==> config.mk <==
export PLATFORM = sky130hd
export DESIGN_NAME = bcd_to_bin_converter
export DESIGN_NICKNAME = d
export VERILOG_FILES = /design/src/rtl/bcd_to_bin_converter.sv
export SDC_FILE = /design/constraint.sdc
export NUM_CORES = 1
export LEC_CHECK = 0
export CAP_MARGIN = 20
export CORE_MARGIN = 2
export CORE_UTILIZATION = 52
export DETAILED_ROUTE_END_ITERATION = 8
export DONT_BUFFER_PORTS = 1
export PLACE_DENSITY = 0.67
export SKIP_LAST_GASP = 1
export SYNTH_ARGS = -nofsm -noshare
export SYNTH_HDL_FRONTEND = slang
export SYNTH_SLANG_ARGS = --single-unit
export TNS_END_PERCENT = 20
==> constraint.sdc <==
create_clock -name clk -period 3 [get_ports clk]
set_input_delay 0.75 -clock clk [delete_from_list [all_inputs] [get_ports clk]]
set_output_delay 0.75 -clock clk [all_outputs]
set_load 0.01 [all_outputs]
==> src/rtl/bcd_to_bin_converter.sv <==
// Iterative BCD-to-binary converter using reverse double dabble: one shift/adjust
// step per clock, BIN_W steps per conversion, with up-front rejection of invalid digits.
module bcd_to_bin_converter #(
  parameter int DIGITS = 3,
  parameter int BIN_W  = 10
) (
  input  logic                  clk,
  input  logic                  rst_n,
  input  logic                  start,
  input  logic [4*DIGITS-1:0]   bcd,
  output logic [BIN_W-1:0]      bin,
  output logic                  busy,
  output logic                  done,
  output logic                  err
);

  localparam int CNT_W = $clog2(BIN_W + 1);

  typedef enum logic {IDLE, SHIFT} state_t;

  state_t              r_state;
  logic [4*DIGITS-1:0] r_bcd;
  logic [BIN_W-1:0]    r_res;
  logic [CNT_W-1:0]    r_cnt;
  logic [BIN_W-1:0]    r_bin;
  logic                r_busy;
  logic                r_done;
  logic                r_err;

  logic                w_bcdValid;
  logic [4*DIGITS-1:0] w_shiftBcd;
  logic [4*DIGITS-1:0] w_adjBcd;
  logic [BIN_W-1:0]    w_shiftRes;

  always_comb begin
    w_bcdValid = 1'b1;
    for (int d = 0; d < DIGITS; d++) begin
      if (bcd[4*d +: 4] > 4'd9) w_bcdValid = 1'b0;
    end
  end

  // One iteration: the BCD LSB drops into the result MSB, then any digit that
  // received a halved "ten" (value >= 8) is corrected by subtracting 3.
  always_comb begin
    w_shiftBcd = r_bcd >> 1;
    w_shiftRes = {r_bcd[0], r_res[BIN_W-1:1]};
    w_adjBcd   = w_shiftBcd;
    for (int d = 0; d < DIGITS; d++) begin
      if (w_shiftBcd[4*d +: 4] >= 4'd8) w_adjBcd[4*d +: 4] = w_shiftBcd[4*d +: 4] - 4'd3;
    end
  end

  always_ff @(posedge clk or negedge rst_n) begin
    if (!rst_n) begin
      r_state <= IDLE;
      r_bcd   <= '0;
      r_res   <= '0;
      r_cnt   <= '0;
      r_bin   <= '0;
      r_busy  <= 1'b0;
      r_done  <= 1'b0;
      r_err   <= 1'b0;
    end else begin
      r_done <= 1'b0;
      case (r_state)
        IDLE: begin
          if (start) begin
            if (w_bcdValid) begin
              r_bcd   <= bcd;
              r_res   <= '0;
              r_cnt   <= '0;
              r_err   <= 1'b0;
              r_busy  <= 1'b1;
              r_state <= SHIFT;
            end else begin
              r_err  <= 1'b1;
              r_bin  <= '0;
              r_done <= 1'b1;
            end
          end
        end
        SHIFT: begin
          r_bcd <= w_adjBcd;
          r_res <= w_shiftRes;
          // The final shift result is taken directly so bin is valid with done.
          if (r_cnt == CNT_W'(BIN_W - 1)) begin
            r_bin   <= w_shiftRes;
            r_done  <= 1'b1;
            r_busy  <= 1'b0;
            r_state <= IDLE;
          end else begin
            r_cnt <= r_cnt + 1'b1;
          end
        end
        default: r_state <= IDLE;
      endcase
    end
  end

  assign bin  = r_bin;
  assign busy = r_busy;
  assign done = r_done;
  assign err  = r_err;

endmodule

==> impl_metrics.json <==
{
  "grt_max_degree": 40,
  "dp_hpwl_mm": 2.84,
  "antenna_found_initial": 0,
  "maxSlewHeadroom": 0.479,
  "cts.repair.resized": 0,
  "layout-drive-gt1-share": 0.0829,
  "crit_path_end_kind": "flip-flop",
  "routed_wirelength_mm": 4.12,
  "die_y_um": 66.4,
  "ys_warn_count": 0,
  "postCtsHoldBufs": 0,
  "synth_area_sq_um": 2020,
  "num_rows": 22,
  "setup_violations": 0,
  "start_kind": "flip-flop",
  "yosys.area.top_type": "dfrtp_1",
  "fp.dieW_um": 66.4,
  "final_common_cell": "nand2_1",
  "ys_top_cells_by_area": "dfrtp_1, nand2_1, o21ai_0",
  "setup_tns_ns": 0,
  "num_antenna_cells": 0,
  "yosysUniqueCellTypes": 43,
  "grt_pass1_vias": 1579,
  "syn_inst": 207,
  "timing.fmax_ghz": 0.522,
  "mostFrequentLayoutCells": "nand2_1, dfrtp_1, o21ai_0",
  "synth_top_area_share": 0.482,
  "track_usage": 0.220,
  "critPathKind": "reg -> reg",
  "p_per_area_nw_per_um2": 922,
  "synth_edf_count": 0,
  "top_layer": "met4",
  "ant_nets": 0,
  "start_util": 0.549,
  "clock_path_buffers": 2,
  "core-area_sq_um": 3690,
  "worstPathArrival_ns": 2.05,
  "final_nets": 225,
  "port_buffers": 0,
  "yosysSeqAreaShare": 0.482,
  "async_flop_share": 1.00,
  "io_pins": 28,
  "htree_levels": 2,
  "crit_required_ns": 3.13,
  "synthesis.nets": 228,
  "hold_path.class": "in -> async",
  "fin_ws_ns": 1.08,
  "cts.sinks": 39,
  "drc": 0,
  "pre_cts_slack_ns": 0.953,
  "cts_tree": "done",
  "dr_wl_met2_mm": 2.03,
  "ys_ff_latch": 39,
  "slew_viol_final": 0,
  "wl_met1_mm": 1.84,
  "firstDrtPassIters": 4,
  "drv_cap": 0,
  "cts_root_buf": "clkbuf_8",
  "drtIter0Drc": 73,
  "clkLatencyLatePin_ns": 0.29,
  "hold_violations": 0,
  "grt_pass1_wl_mm": 7.30,
  "gr-total-overflow": 0,
  "post_synth.cell_area_avg_sq_um": 9.77,
  "place.gp.congestion": 0.808,
  "skew_ns": 0.00366,
  "die_area_sq_um": 4410,
  "nFillCells": 344,
  "fin_crit_ns": 1.92,
  "postCtsSetupBuffers": 0,
  "worst_slew_pin_slew_ns": 0.779,
  "synthFlopType": "dfrtp_1",
  "place_inst": 245,
  "final_cell_count_no_fill": 253,
  "leakagePower_nw": 0.895,
  "vias_per_cell": 6.11,
  "numCtsBuffers": 5,
  "synthToLayoutAreaGrowth_pct": 4.70,
  "timing.final.crit_share": 0.639,
  "path_clk_slew_ns": 0.07,
  "rsz0062_at_grt": "no",
  "wl_met3_um": 197,
  "peakVddDrop_uv": 392,
  "cp_max_fo": 16,
  "wl_per_cell_um": 16.3,
  "route.vias.total": 1546,
  "status": "finished clean"
}
## final cells by class
class                   count  area [sq um]  share of cell area
clock buffers               7          76.3              0.0360
clock inverters             1          5.00             0.00236
inverters                   9          33.8              0.0159
multi-input cells         147           952               0.449
flip-flops and latches     39           976               0.461
well taps                  48          60.1              0.0284
repair buffers              2          15.0             0.00709
## worst max-delay path, stage by stage (launching register included)
cell and delay [ns]:
dfrtp_1 0.58, nand2b_1 0.34, a31oi_1 0.63, o21ai_0 0.22
## metal layers
| metal | up-vias | global-route usage |
|---|---|---|
| met5 | - | 0 |
| met4 | 0 | 0.0765 |
| met3 | 5 | 0.0545 |
| met2 | 44 | 0.360 |
| met1 | 764 | 0.282 |
| li1 | 733 | - |
## per-stage QoR
stage	utilization	hold slack [ns]	total power [mW]	area [sq um]
2_1_floorplan	-	0.450	1.46	2020
3_3_place_gp	0.552	0.456	1.59	2040
3_5_place_dp	0.552	0.456	1.63	2040
4_1_cts	0.574	0.146	1.97	2120
5_1_grt	0.574	0.135	2.12	2120
6_report	0.574	0.152	1.95	2120
## path summary, 6_finish.rpt
check                          from        to  slack [ns]  cells after the start
min in group clk           r_res[1]    bin[0]        0.49                      2
max reg2reg                 r_state    bin[6]        1.08                      3
min reg2reg                r_res[1]    bin[0]        0.49                      2
min                           rst_n  r_cnt[2]        0.15                      0
max                         r_state    bin[6]        1.08                      3
max in group asynchronous     rst_n    bin[5]        2.76                      0
## flip-flops by register name, indices dropped and copies added (netlist names)
name,count
err,1
busy,1
r_res,9
bin,10
done,1
r_state,1
r_cnt,4
r_bcd,12
## power breakdown
group          switching (mW)  leakage (nW)  total (mW)  internal, mW
logic                   0.335         0.348       0.642         0.307
clock network           0.173        0.0422       0.336         0.163
registers               0.240         0.504       0.975         0.735
total                   0.748         0.895        1.95          1.20
## logic make-up (layout without fill, tap and decap cells)
group           after synthesis  after routing  share of synthesized area
fa+ha+maj                     6              6                     0.0371
buf+inv                      21             19                     0.0470
compound gates               62             62                      0.216
simple gates                 73             73                      0.190
xor+xnor                      5              5                     0.0216
flops                        39             39                      0.482
mux                           1              1                    0.00495
## Yosys cell counts (2+ instances only)
library cell	n
ha_1	6
xnor2_1	4
o21ai_2	3
and3b_1	2
dfrtp_1	39
o21ai_0	23
o32ai_1	2
buf_2	4
o41ai_1	3
inv_1	9
a41oi_1	7
nand2_1	42
nor4_1	2
clkbuf_1	6
o21a_1	2
o211ai_1	3
nor2b_1	7
nor4_4	2
a21oi_1	4
nand4_1	3
nor2_1	5
a221o_1	5
nand2b_1	4
No activity file was read; power rests on OpenSTA's default activity.
